### src/rtl/plot_cmd_parser_if.sv
// Byte-stream input and command output bundle of the plotter command parser.
interface plot_cmd_parser_if;
    logic        in_valid;
    logic [7:0]  in_data;
    logic        cmd_valid;
    logic        cmd_ready;
    logic [7:0]  cmd_op;
    logic [15:0] cmd_x;
    logic [15:0] cmd_y;
    logic        err_chk;
    logic        err_timeout;
    logic        overrun;

    modport slave (
        input  in_valid, in_data, cmd_ready,
        output cmd_valid, cmd_op, cmd_x, cmd_y, err_chk, err_timeout, overrun
    );

    modport master (
        output in_valid, in_data, cmd_ready,
        input  cmd_valid, cmd_op, cmd_x, cmd_y, err_chk, err_timeout, overrun
    );
endinterface

### src/rtl/plot_cmd_parser.sv
// Assembles SYNC/OP/XH/XL/YH/YL[/CHK] frames into a one-deep command holding register.
// Define PLOT_CMD_CHKSUM_EN to add the trailing XOR checksum byte and err_chk reporting.
module plot_cmd_parser #(
    parameter logic [7:0] SYNC_BYTE      = 8'hA5,
    parameter int          TIMEOUT_CYCLES = 100000
) (
    input logic              clk,
    input logic              reset,
    plot_cmd_parser_if.slave bus
);
    localparam int CW = (TIMEOUT_CYCLES > 1) ? $clog2(TIMEOUT_CYCLES) : 1;
    localparam logic [CW-1:0] TMAX = CW'(TIMEOUT_CYCLES - 1);

`ifdef PLOT_CMD_CHKSUM_EN
    typedef enum logic [2:0] {S_IDLE, S_OP, S_XH, S_XL, S_YH, S_YL, S_CHK} state_t;
`else
    typedef enum logic [2:0] {S_IDLE, S_OP, S_XH, S_XL, S_YH, S_YL} state_t;
`endif

    typedef struct packed {
        logic [7:0]  op;
        logic [15:0] x;
        logic [15:0] y;
    } cmd_t;

    state_t        state_q, state_d;
    logic [CW-1:0] tcnt_q;
    logic [7:0]    op_q, xh_q, xl_q, yh_q;
    cmd_t          cmd_q, fin_cmd;
    logic          cmd_valid_q;
    logic          frame_done, timeout, commit, drop;
    logic          to_q, ovr_q;
`ifdef PLOT_CMD_CHKSUM_EN
    logic [7:0]    yl_q;
    logic          chk_bad, chk_q;
`endif

    always_comb begin
        state_d    = state_q;
        frame_done = 1'b0;
        timeout    = 1'b0;
`ifdef PLOT_CMD_CHKSUM_EN
        chk_bad    = 1'b0;
        fin_cmd    = '{op: op_q, x: {xh_q, xl_q}, y: {yh_q, yl_q}};
`else
        // YL is still on the bus in the completing cycle.
        fin_cmd    = '{op: op_q, x: {xh_q, xl_q}, y: {yh_q, bus.in_data}};
`endif
        if (bus.in_valid) begin
            case (state_q)
                S_IDLE: if (bus.in_data == SYNC_BYTE) state_d = S_OP;
                S_OP:   state_d = S_XH;
                S_XH:   state_d = S_XL;
                S_XL:   state_d = S_YH;
                S_YH:   state_d = S_YL;
`ifdef PLOT_CMD_CHKSUM_EN
                S_YL:   state_d = S_CHK;
                S_CHK: begin
                    state_d = S_IDLE;
                    if (bus.in_data != (op_q ^ xh_q ^ xl_q ^ yh_q ^ yl_q))
                        chk_bad = 1'b1;
                    else
                        frame_done = 1'b1;
                end
`else
                S_YL: begin
                    state_d    = S_IDLE;
                    frame_done = 1'b1;
                end
`endif
                default: state_d = S_IDLE;
            endcase
        end else if (state_q != S_IDLE && tcnt_q == TMAX) begin
            timeout = 1'b1;
            state_d = S_IDLE;
        end
    end

    // A held command being accepted this cycle frees the slot for the new frame.
    assign commit = frame_done & (~cmd_valid_q | bus.cmd_ready);
    assign drop   = frame_done & cmd_valid_q & ~bus.cmd_ready;

    always_ff @(posedge clk) begin
        if (reset) begin
            state_q     <= S_IDLE;
            tcnt_q      <= '0;
            op_q        <= '0;
            xh_q        <= '0;
            xl_q        <= '0;
            yh_q        <= '0;
            cmd_q       <= '0;
            cmd_valid_q <= 1'b0;
            to_q        <= 1'b0;
            ovr_q       <= 1'b0;
        end else begin
            state_q <= state_d;
            if (bus.in_valid || state_q == S_IDLE)
                tcnt_q <= '0;
            else if (tcnt_q != TMAX)
                tcnt_q <= tcnt_q + 1'b1;
            if (bus.in_valid) begin
                case (state_q)
                    S_OP:    op_q <= bus.in_data;
                    S_XH:    xh_q <= bus.in_data;
                    S_XL:    xl_q <= bus.in_data;
                    S_YH:    yh_q <= bus.in_data;
                    default: ;
                endcase
            end
            cmd_valid_q <= commit | (cmd_valid_q & ~bus.cmd_ready);
            if (commit)
                cmd_q <= fin_cmd;
            to_q  <= timeout;
            ovr_q <= drop;
        end
    end

`ifdef PLOT_CMD_CHKSUM_EN
    always_ff @(posedge clk) begin
        if (reset) begin
            yl_q  <= '0;
            chk_q <= 1'b0;
        end else begin
            if (bus.in_valid && state_q == S_YL)
                yl_q <= bus.in_data;
            chk_q <= chk_bad;
        end
    end
    assign bus.err_chk = chk_q;
`else
    assign bus.err_chk = 1'b0;
`endif

    assign bus.cmd_valid   = cmd_valid_q;
    assign bus.cmd_op      = cmd_q.op;
    assign bus.cmd_x       = cmd_q.x;
    assign bus.cmd_y       = cmd_q.y;
    assign bus.err_timeout = to_q;
    assign bus.overrun     = ovr_q;
endmodule
### src/flat_wrapper.sv
// flat-port wrapper written by rule: the top's interface ports become plain ports
module plot_cmd_parser_flat 
#(
    parameter logic [7:0] SYNC_BYTE      = 8'hA5,
    parameter int          TIMEOUT_CYCLES = 100000
)
  (clk, reset, bus_in_valid, bus_in_data, bus_cmd_ready, bus_cmd_valid, bus_cmd_op, bus_cmd_x, bus_cmd_y, bus_err_chk, bus_err_timeout, bus_overrun);
  plot_cmd_parser_if bus_i ();
  input logic clk;
  input logic reset;
  input wire logic [$bits(bus_i.in_valid)-1:0] bus_in_valid;
  input wire logic [$bits(bus_i.in_data)-1:0] bus_in_data;
  input wire logic [$bits(bus_i.cmd_ready)-1:0] bus_cmd_ready;
  output wire logic [$bits(bus_i.cmd_valid)-1:0] bus_cmd_valid;
  output wire logic [$bits(bus_i.cmd_op)-1:0] bus_cmd_op;
  output wire logic [$bits(bus_i.cmd_x)-1:0] bus_cmd_x;
  output wire logic [$bits(bus_i.cmd_y)-1:0] bus_cmd_y;
  output wire logic [$bits(bus_i.err_chk)-1:0] bus_err_chk;
  output wire logic [$bits(bus_i.err_timeout)-1:0] bus_err_timeout;
  output wire logic [$bits(bus_i.overrun)-1:0] bus_overrun;
  assign bus_i.in_valid = bus_in_valid;
  assign bus_i.in_data = bus_in_data;
  assign bus_i.cmd_ready = bus_cmd_ready;
  assign bus_cmd_valid = bus_i.cmd_valid;
  assign bus_cmd_op = bus_i.cmd_op;
  assign bus_cmd_x = bus_i.cmd_x;
  assign bus_cmd_y = bus_i.cmd_y;
  assign bus_err_chk = bus_i.err_chk;
  assign bus_err_timeout = bus_i.err_timeout;
  assign bus_overrun = bus_i.overrun;
  plot_cmd_parser #(.SYNC_BYTE(SYNC_BYTE), .TIMEOUT_CYCLES(TIMEOUT_CYCLES)) u_core (.clk(clk), .reset(reset), .bus(bus_i));
endmodule
### config.mk
export PLATFORM = sky130hd
export DESIGN_NAME = plot_cmd_parser_flat
export DESIGN_NICKNAME = d
export VERILOG_FILES = /design/src/rtl/plot_cmd_parser_if.sv /design/src/rtl/plot_cmd_parser.sv /design/src/flat_wrapper.sv
export SDC_FILE = /design/constraint.sdc
export NUM_CORES = 1
export LEC_CHECK = 0
export BUFFER_PORTS_ARGS = -buffer_cell sky130_fd_sc_hd__buf_4
export CAP_MARGIN = 20
export CORE_MARGIN = 10
export CORE_UTILIZATION = 50
export DETAILED_ROUTE_END_ITERATION = 7
export GPL_TIMING_DRIVEN = 0
export MAX_ROUTING_LAYER = met4
export PLACE_DENSITY_LB_ADDON = 0.12
export SLEW_MARGIN = 20
export SYNTH_ARGS = -nofsm -noshare
export SYNTH_HDL_FRONTEND = slang
export SYNTH_SLANG_ARGS = --single-unit
### constraint.sdc
create_clock -name clk -period 1.6 [get_ports clk]
set_input_delay 0 -clock clk [delete_from_list [all_inputs] [get_ports clk]]
set_output_delay 0 -clock clk [all_outputs]
set_load 0.05 [all_outputs]
==> flow_summary.yaml, run 1 <==
status:
  outcome: "finished clean"
final_layout:
  design_area_sq_um: 4610
  syn_to_final_growth_pct: 26.5
  num_antenna_cells: 0
  drive_above_1_share_pct: 22.3
  fin_nets: 523
  stdcell_count: 614
sta:
  finalMaxSlewViolations: 0
  clock_skew_ns: 0.00737
  max_freq_mhz: 651
  setup_viol: 0
  fin_crit_ns: 1.54
  hold_viol: 0
  period_share_pct: 96.0
placement:
  portBuffers: 52
  dp_hpwl_um: 6200
  routabilityCongestion: 0.849
  dp_cells: 587
  placed_area_sq_um: 4160
yosys:
  ys_types: 44
  ys_seq_elements: 95
  synth_compound_area_share_pct: 11.8
  syn-num-nets: 449
  synth_mux_area_share_pct: 5.22
  synthXorXnorAreaFrac_pct: 1.92
  synthSimpleGateAreaFrac_pct: 24.7
  synth.avg_cell_area_sq_um: 8.35
  yosysSeqAreaShare_pct: 52.2
  netlist_instances: 436
  synth_top_family_by_area: "simple AND/OR/NAND/NOR gates"
  synth-edff-count: 0
  synthArstFlopShare_pct: 0
  synth_warnings: 0
  ys.flop_type: "dfxtp_1"
  synth_adder_area_share_pct: 0.344
  synth_area_sq_um: 3640
critical_path:
  crit_path_start_kind: "flip-flop"
  cp_max_fo: 7
  crit_type: "reg -> reg"
  timing.rr.end: "u_core.tcnt_q[16]"
  reg2regPathDepth: 5
  rr_startpoint: "u_core.tcnt_q[5]"
  regToRegSetupSlack_ns: 0.06
  crit_arrival_ns: 1.84
  critical_path_required_ns: 1.90
  crit_path_end_kind: "flip-flop"
floorplan:
  coreArea_sq_um: 7180
  die_h_um: 105
  dieArea_sq_um: 11100
  io_pins: 56
  start_util_pct: 50.8
  fp.dieW_um: 105
  placementRows: 31
power_and_ir_drop:
  ir_worst_vdd_v: 0.000404
  power.leakage_nw: 1.64
  p_per_area_nw_per_um2: 845
routing:
  firstDrtPassIters: 4
  first_iter_violations: 121
  drtAntennaViolNets: 0
  routedWlPerCell_um: 14.4
  drcViolationCount: 0
  vias: 3140
  avgViaCountPerCell: 5.11
  wl_um: 8850
clock_tree:
  path_clk_slew_ns: 0.09
  cts_root_buffer: "clkbuf_8"
  cts_made_buffers: 9
  cts_tree: "built"
  clk_path_buf_depth: 2
  htree_levels: 3
  worstSkewPairLatency_ns: 0.36
  cts.sink_count: 95
global_route:
  grt_pass1_wl_um: 15000
  antenna_found_initial: 0
  grt_usage_pct: 16.5
  grt_max_degree: 17
  first_global_vias: 3162
  grt.overflow.total: 0
hold_path:
  min_from: "bus_cmd_ready"
  whs_endpoint: "u_core.bus.overrun"
  hold_depth: 3
  hold_path.class: "in -> reg"
run:
  drv_cap: 0
## area by class of cell
type | instances | area, sq um
well taps | 99 | 124
clock buffers | 11 | 131
inverters | 4 | 15.0
multi-input cells | 308 | 1710
repair buffers | 67 | 523
clock inverters | 5 | 43.8
flip-flops and latches | 95 | 1920
plain buffers | 25 | 135
fillers | 641 | 2570
## Yosys cell counts, types with 2 or more instances
cell type,number,area share (%)
inv_1,4,0.41
buf_1,2,0.21
buf_2,5,0.69
xnor2_1,3,0.72
mux2i_1,19,5.2
dfxtp_1,95,52
nor4_1,3,0.52
nand2b_1,4,0.69
o31ai_1,2,0.41
a21oi_1,63,8.7
nand3_1,8,1.1
xor2_1,5,1.2
nor3_1,6,0.82
or3_1,3,0.52
o21ai_0,5,0.69
and3_1,6,1.0
or4_1,2,0.41
nor2_1,26,2.7
nor2b_1,4,0.69
nand4_1,6,1.0
a211oi_1,2,0.41
nand2_1,122,13
clkbuf_1,20,2.1
## critical path: stages, from the launching register on
cell and delay [ns]:
dfxtp_4 0.39, and4_1 0.19, clkbuf_4 0.17, nand2_1 0.10, or4_1 0.49, a21oi_1 0.15
## registers in the layout, indices dropped and copies added, names as in the netlist
| register | flops |
|---|---|
| u_core.bus.overrun | 1 |
| u_core.state_q | 3 |
| u_core.tcnt_q | 17 |
| u_core.bus.cmd_y | 16 |
| u_core.op_q | 8 |
| u_core.bus.cmd_valid | 1 |
| u_core.xl_q | 8 |
| u_core.bus.cmd_op | 8 |
| u_core.bus.err_timeout | 1 |
| u_core.xh_q | 8 |
| u_core.yh_q | 8 |
| u_core.bus.cmd_x | 16 |
## layer usage
metal  routed length, um  share of wire [%]  GRT usage [%]
met5                   0                  0              -
met4                 134                1.5           6.08
met3                 450                5.1           3.59
met2                4330                 49           26.7
met1                3940                 44           19.8
## report_power, final
part | switching, mW | internal [mW] | total, mW
Combinational | 0.0789 | 0.0403 | 0.119
Sequential | 0.000145 | 2.36 | 2.36
Clock | 0.837 | 0.582 | 1.42
## placed cells by master (no fill, tap or decap), types with 4 or more instances in the layout
master           n
nand2_1        120
dfxtp_1         85
buf_4           64
a21oi_1         63
nor2_1          26
mux2i_1         19
clkbuf_1        11
clkbuf_8         9
nand3_1          8
dlygate4sd3_1    8
buf_2            6
nand4_1          6
dfxtp_2          6
nor3_1           5
xor2_1           5
inv_1            4
o21ai_0          4
dfxtp_4          4
## stage by stage
stage	power, mW	hold slack (ns)	setup WS (ns)	utilization [%]	TNS, ns
after floorplan	2.46	0.136	-0.0409	-	-0.0882
after global placement	2.52	0.303	-0.353	58.0	-9.12
after detailed placement	2.52	0.307	-0.366	58.0	-10.57
after CTS	3.94	0.0309	0.00630	62.8	0
after global routing	4.05	0.0537	-0.0371	64.2	-0.264
final	3.89	0.0343	0.0640	64.2	0
## worst max-delay path by stage
stage,start,end,slack (ns),cells after the start
floorplan,u_core.tcnt_q[0],u_core.state_q[0],-0.04,5
global placement,u_core.tcnt_q[0],u_core.state_q[0],-0.35,5
detailed placement,u_core.tcnt_q[0],u_core.state_q[0],-0.37,5
CTS,u_core.state_q[1],u_core.bus.cmd_x[6],0.006,6
global route,u_core.state_q[1],u_core.tcnt_q[8],-0.04,6
finish,u_core.tcnt_q[5],u_core.tcnt_q[16],0.06,5
## logic make-up after synthesis
logic type      count (synthesis)
simple gates                  200
flops                          95
compound gates                 79
buf+inv                        33
mux                            19
xor+xnor                        8
fa+ha+maj                       1
other cells                     1
## timing repair
| action | CTS | global route |
|---|---|---|
| hold buffers | 8 | 0 |
| pin swaps | 1 | 1 |
| endpoints found under the setup margin | 68 | 74 |
| setup buffers | 3 | 4 |
| hold endpoints to repair | 40 | 0 |
| gates resized for setup | 26 | 36 |
| cloned | 0 | 0 |
No activity file was read; power rests on OpenSTA's default activity.
==> run 2, diff against run 1 <==
--- a/config.mk
+++ b/config.mk
@@ -8,4 +8,5 @@
 export BUFFER_PORTS_ARGS = -buffer_cell sky130_fd_sc_hd__buf_4
 export CAP_MARGIN = 20
+export CORE_ASPECT_RATIO = 0.8
 export CORE_MARGIN = 10
 export CORE_UTILIZATION = 50
@@ -14,4 +15,5 @@
 export MAX_ROUTING_LAYER = met4
 export PLACE_DENSITY_LB_ADDON = 0.12
+export REMOVE_ABC_BUFFERS = 1
 export SLEW_MARGIN = 20
 export SYNTH_ARGS = -nofsm -noshare
==> constraint.sdc (replaced) <==
create_clock -name clk -period 1.6 [get_ports clk]
set_input_delay 0 -clock clk [delete_from_list [all_inputs] [get_ports clk]]
set_output_delay 0 -clock clk [all_outputs]
set_load 0.005 [all_outputs]
==> run 2 against run 1 <==
Against the previous run:
- die area grew 0.19%
- sequential share of layout area grew 0.11 points
- critical path depth shrank 1
- non-clock buffer count shrank 19
- wire length shrank 2.8%
==> flow_summary.yaml, run 2 (synthesis gave the netlist of run 1 again) <==
routing:
  drcViolationCount: 0
  first_iter_violations: 128
  firstDrtPassIters: 5
  routedWlPerCell_um: 14.7
  vias: 3103
  wl_um: 8600
  avgViaCountPerCell: 5.31
  drtAntennaViolNets: 0
power_and_ir_drop:
  total_power_mw: 4.21
  p_clk_share_pct: 41.6
  switching_share_pct: 21.0
  intPower_mw: 3.32
  ir_worst_vdd_v: 0.000516
  power.leakage_nw: 1.63
  p_seq_share_pct: 56.0
  switching_power_mw: 0.886
  p_comb_share_pct: 2.5
  p_per_area_nw_per_um2: 917
hold_path:
  whs_endpoint: "u_core.state_q[2]"
  hold_depth: 3
  hold_path.class: "in -> reg"
  min_from: "bus_in_valid"
placement:
  portBuffers: 54
  routabilityCongestion: 0.798
  dp_hpwl_um: 5650
  place_ws_ns: -0.393
  placed_area_sq_um: 4120
critical_path:
  crit_path_end_kind: "flip-flop"
  crit_slowest_cell: "or4_1"
  rr_startpoint: "u_core.tcnt_q[6]"
  crit_arrival_ns: 1.82
  critical_path_required_ns: 1.87
  crit_type: "reg -> reg"
  reg2regPathDepth: 4
  regToRegSetupSlack_ns: 0.06
  critPathMaxStageDelay_ns: 0.52
  crit_path_start_kind: "flip-flop"
  cp_max_fo: 7
  timing.rr.end: "u_core.tcnt_q[15]"
  worstPathCellList: "and3_4 -> nand4_4 -> or4_1 -> a21oi_1"
final_layout:
  design_area_sq_um: 4590
  num_antenna_cells: 0
  layout_common_cells: "nand2_1 (121), dfxtp_1 (84), a21oi_1 (62), buf_4 (62), nor2_1 (26)"
  syn_to_final_growth_pct: 26.1
  regArea_sq_um: 1920
  fin_nets: 505
  largest_reg_flops: 17
  drive_above_1_share_pct: 22.1
  multi_input_area_sq_um: 1710
  nFillCells: 584
  final_common_cell: "nand2_1"
  regMostFlops: "u_core.tcnt_q"
global_route:
  grt.overflow.total: 0
  grt_max_degree: 82
  antenna_found_initial: 0
  grt_usage_pct: 16.1
  grt_pass1_wl_um: 13900
  first_global_vias: 2870
floorplan:
  fp.dieW_um: 115
  io_pins: 56
  start_util_pct: 52.1
  dieArea_sq_um: 11100
  coreArea_sq_um: 6990
  placementRows: 27
  die_h_um: 96.3
sta:
  hold_viol: 0
  finalMaxSlewViolations: 0
  clock_skew_ns: 0.0111
  slew-limit-headroom_pct: 46.2
  grt_setup_unrepaired: "true"
  fin_crit_ns: 1.54
  max_freq_mhz: 647
  holdWs_ns: 0.00912
  setup-tns-final_ns: 0
  setup_ws_ns: 0.0555
  worst_slew_pin_slew_ns: 0.806
  period_share_pct: 96.5
  setup_viol: 0
run:
  drv_cap: 0
clock_tree:
  cts_made_buffers: 9
  worstSkewPairLatency_ns: 0.35
  cts_tree: "built"
  htree_levels: 3
  path_clk_slew_ns: 0.09
  clk_path_buf_depth: 2
  cts_root_buffer: "clkbuf_8"
  cts.sink_count: 95
status:
  outcome: "finished clean"
-- run 2: timing repair --
action                     in CTS  in global routing
hold endpoints to repair       40                  0
hold buffers                    8                  0
resized for setup              21                 12
setup buffers                   4                  3
pin swaps                       2                  2
cloned                          1                  0
setup endpoints to repair      56                 56
-- run 2: worst max-delay path by stage --
stage	from	to	slack, ns	cells after the start
2_1_floorplan	u_core.state_q[1]	u_core.bus.cmd_op[0]	-0.66	4
4_1_cts	u_core.tcnt_q[9]	u_core.tcnt_q[15]	0.006	4
5_1_grt	u_core.state_q[1]	u_core.bus.cmd_y[7]	-0.02	6
3_5_place_dp	u_core.tcnt_q[0]	u_core.state_q[1]	-0.39	5
6_report	u_core.tcnt_q[6]	u_core.tcnt_q[15]	0.06	4
3_3_place_gp	u_core.state_q[2]	u_core.bus.cmd_op[2]	-1.71	4
-- run 2: layout make-up --
class,count,share of cell area (%)
timing repair buffer,73,13.2
inverter,4,0.327
tap,87,2.37
sequential,95,41.9
clock buffer,10,3.00
clock inverter,6,1.96
multi-input combinational,309,37.3
-- run 2: layer usage --
metal / vias up / share of wire, % / GRT usage, %
met4: 0 / 0.84 / 4.53
met5: - / 0 / -
met3: 7 / 7.5 / 5.41
met2: 70 / 45 / 24.1
li1: 1577 / - / -
met1: 1449 / 47 / 20.3
-- run 2: worst max-delay path: cells and delay by family, from the launching register on --
| family | cells | cell delay, ns |
|---|---|---|
| AND/OR/NAND/NOR | 3 | 0.88 |
| flip-flops | 1 | 0.43 |
| AO/OA/AOI/OAI | 1 | 0.15 |
-- run 2: power by group through the flow --
| stage | Sequential (mW) | Clock [mW] | Combinational [mW] |
|---|---|---|---|
| global route | 2.36 | 1.88 | 0.113 |
| detailed placement | 2.42 | 0 | 0.0865 |
| CTS | 2.36 | 1.79 | 0.103 |
| global placement | 2.42 | 0 | 0.0859 |
| floorplan | 2.42 | 0 | 0.0101 |
| finish | 2.36 | 1.75 | 0.103 |
-- run 2: metrics by stage --
stage	instances	util, %
6_report	584	65.7
5_1_grt	584	65.7
4_1_cts	581	64.9
3_5_place_dp	552	58.9
3_3_place_gp	548	57.7
2_1_floorplan	407	-
==> run 3, diff against run 2 <==
CORE_UTILIZATION = 55   (was 50)
RECOVER_POWER = 100   (was default)
clock period = 1.9 ns   (was 1.6 ns; I/O delays follow)
==> run 3 against run 2 <==
Against the previous run:
- worst hold slack better by 0.024 ns
- non-clock buffer count is 6 lower
- core utilization is 3.4 points higher
- fmax is 12% lower
- via count is 1.6% lower
- clock power is 25% lower
- combinational power is 16% lower
- first-iteration DRC count is 45% higher
- register-to-register slack better by 0.09 ns
==> flow_summary.yaml, run 3 (synthesis gave the netlist of run 1 again) <==
critical_path:
  crit_family: "simple AND/OR/NAND/NOR gates"
  crit_path_end_kind: "flip-flop"
  worstPathCellList: "nand4b_1 -> nor2b_4 -> buf_16 -> nand2_1 -> a21oi_1"
  crit_arrival_ns: 2.03
  critPathMaxStageDelay_ns: 0.50
  path_buf_inv: 1
  cp_max_fo: 25
  crit_slowest_cell: "dfxtp_1"
  crit_type: "reg -> reg"
  critical_path_required_ns: 2.17
  crit_path_start_kind: "flip-flop"
floorplan:
  io_pins: 56
  start_util_pct: 56.8
  dieArea_sq_um: 10300
  die_h_um: 92.8
  coreArea_sq_um: 6410
  fp.dieW_um: 111
  placementRows: 26
final_layout:
  regMostFlops: "u_core.tcnt_q"
  num_antenna_cells: 0
  final_common_cell: "nand2_1"
  final_util_pct: 69.1
  fin_nets: 498
  largest_reg_flops: 17
  syn_to_final_growth_pct: 21.5
  drive_above_1_share_pct: 16.2
  layout_common_cells: "nand2_1 (122), dfxtp_1 (92), a21oi_1 (63)"
  nFillCells: 549
  design_area_sq_um: 4430
placement:
  routabilityCongestion: 0.858
  placed_area_sq_um: 4110
  portBuffers: 54
  dp_hpwl_um: 5380
hold_path:
  hold_path.class: "in -> reg"
power_and_ir_drop:
  ir_worst_vdd_v: 0.000665
  power.leakage_nw: 1.53
  p_per_area_nw_per_um2: 767
  total_power_mw: 3.39
routing:
  wirelength_met1_um: 3830
  vias: 3052
  top_layer: "met4"
  wl_um: 8200
  firstDrtPassIters: 5
  avgViaCountPerCell: 5.33
  routedWlPerCell_um: 14.3
  dr_wl_met3_um: 421
  first_iter_violations: 186
  drtAntennaViolNets: 0
  drcViolationCount: 0
  wl_met2_um: 3860
global_route:
  grt_usage_pct: 16.0
  antenna_found_initial: 0
  grt_pass1_wl_um: 13600
  first_global_vias: 2871
  grt.overflow.total: 0
  grt_max_degree: 82
clock_tree:
  cts_made_buffers: 9
  cts.sink_count: 95
  cts_tree: "built"
  clk_path_buf_depth: 2
  path_clk_slew_ns: 0.08
  worstSkewPairLatency_ns: 0.35
  cts_root_buffer: "clkbuf_8"
  htree_levels: 3
sta:
  grt_setup_unrepaired: "false"
  setup_viol: 0
  setup-tns-final_ns: 0
  finalMaxSlewViolations: 0
  period_share_pct: 92.6
  fin_crit_ns: 1.76
  hold_viol: 0
  clock_skew_ns: 0.00817
  holdWs_ns: 0.0328
  slew-limit-headroom_pct: 47.2
  worst_slew_pin_slew_ns: 0.793
  max_freq_mhz: 568
status:
  outcome: "finished clean"
run:
  drv_cap: 0
==> run 3: worst paths after layout <==
kind	startpoint	end	slack, ns	cells after the start
worst max-delay path	u_core.state_q[2]	u_core.bus.cmd_op[0]	0.14	5
worst min-delay path	bus_in_valid	u_core.state_q[2]	0.03	3
worst max register to register	u_core.state_q[2]	u_core.bus.cmd_op[0]	0.14	5
worst min register to register	u_core.yh_q[4]	u_core.bus.cmd_y[12]	0.45	2
==> run 3: per-layer routing <==
| layer | vias up | track usage (%) |
|---|---|---|
| li1 | 1560 | - |
| met1 | 1408 | 18.5 |
| met2 | 75 | 26.1 |
| met3 | 9 | 5.16 |
| met4 | 0 | 4.76 |
| met5 | - | - |
==> run 3: final cells by class <==
type | count | area (sq um) | share of cell area [%]
clock buffer | 12 | 155 | 3.51
clock inverter | 3 | 42.5 | 0.961
inverter | 4 | 15.0 | 0.339
multi-input combinational | 308 | 1660 | 37.4
sequential | 95 | 1910 | 43.1
tap | 84 | 105 | 2.37
timing repair buffer | 67 | 546 | 12.3
==> run 3: what timing repair did <==
action / in CTS / in global routing
gates resized for setup: 3 / 6
hold buffers: 8 / 0
hold endpoints to repair: 40 / 0
setup endpoints to repair: 5 / 15
setup buffers: 0 / 2
gates cloned: 0 / 0
==> run 3: through the flow <==
stage               worst slack, ns  std cells
global placement              -1.39        545
global route                0.00346        573
floorplan                    -0.357        407
CTS                          0.0363        571
finish                        0.141        573
detailed placement           -0.123        548
==> run 3: worst register-to-register path: stages, from the launching register on <==
cell and delay, ns:
dfxtp_1 0.50, nand4b_1 0.29, nor2b_4 0.44, buf_16 0.22
nand2_1 0.09, a21oi_1 0.15
==> run 3: report_power, final <==
group          internal, mW  total (mW)  switching (mW)  leakage, nW
Combinational        0.0308      0.0865          0.0558        0.670
Clock                 0.672        1.32           0.647       0.0985
Sequential             1.99        1.99        0.000172        0.766
Total                  2.69        3.39           0.703         1.53
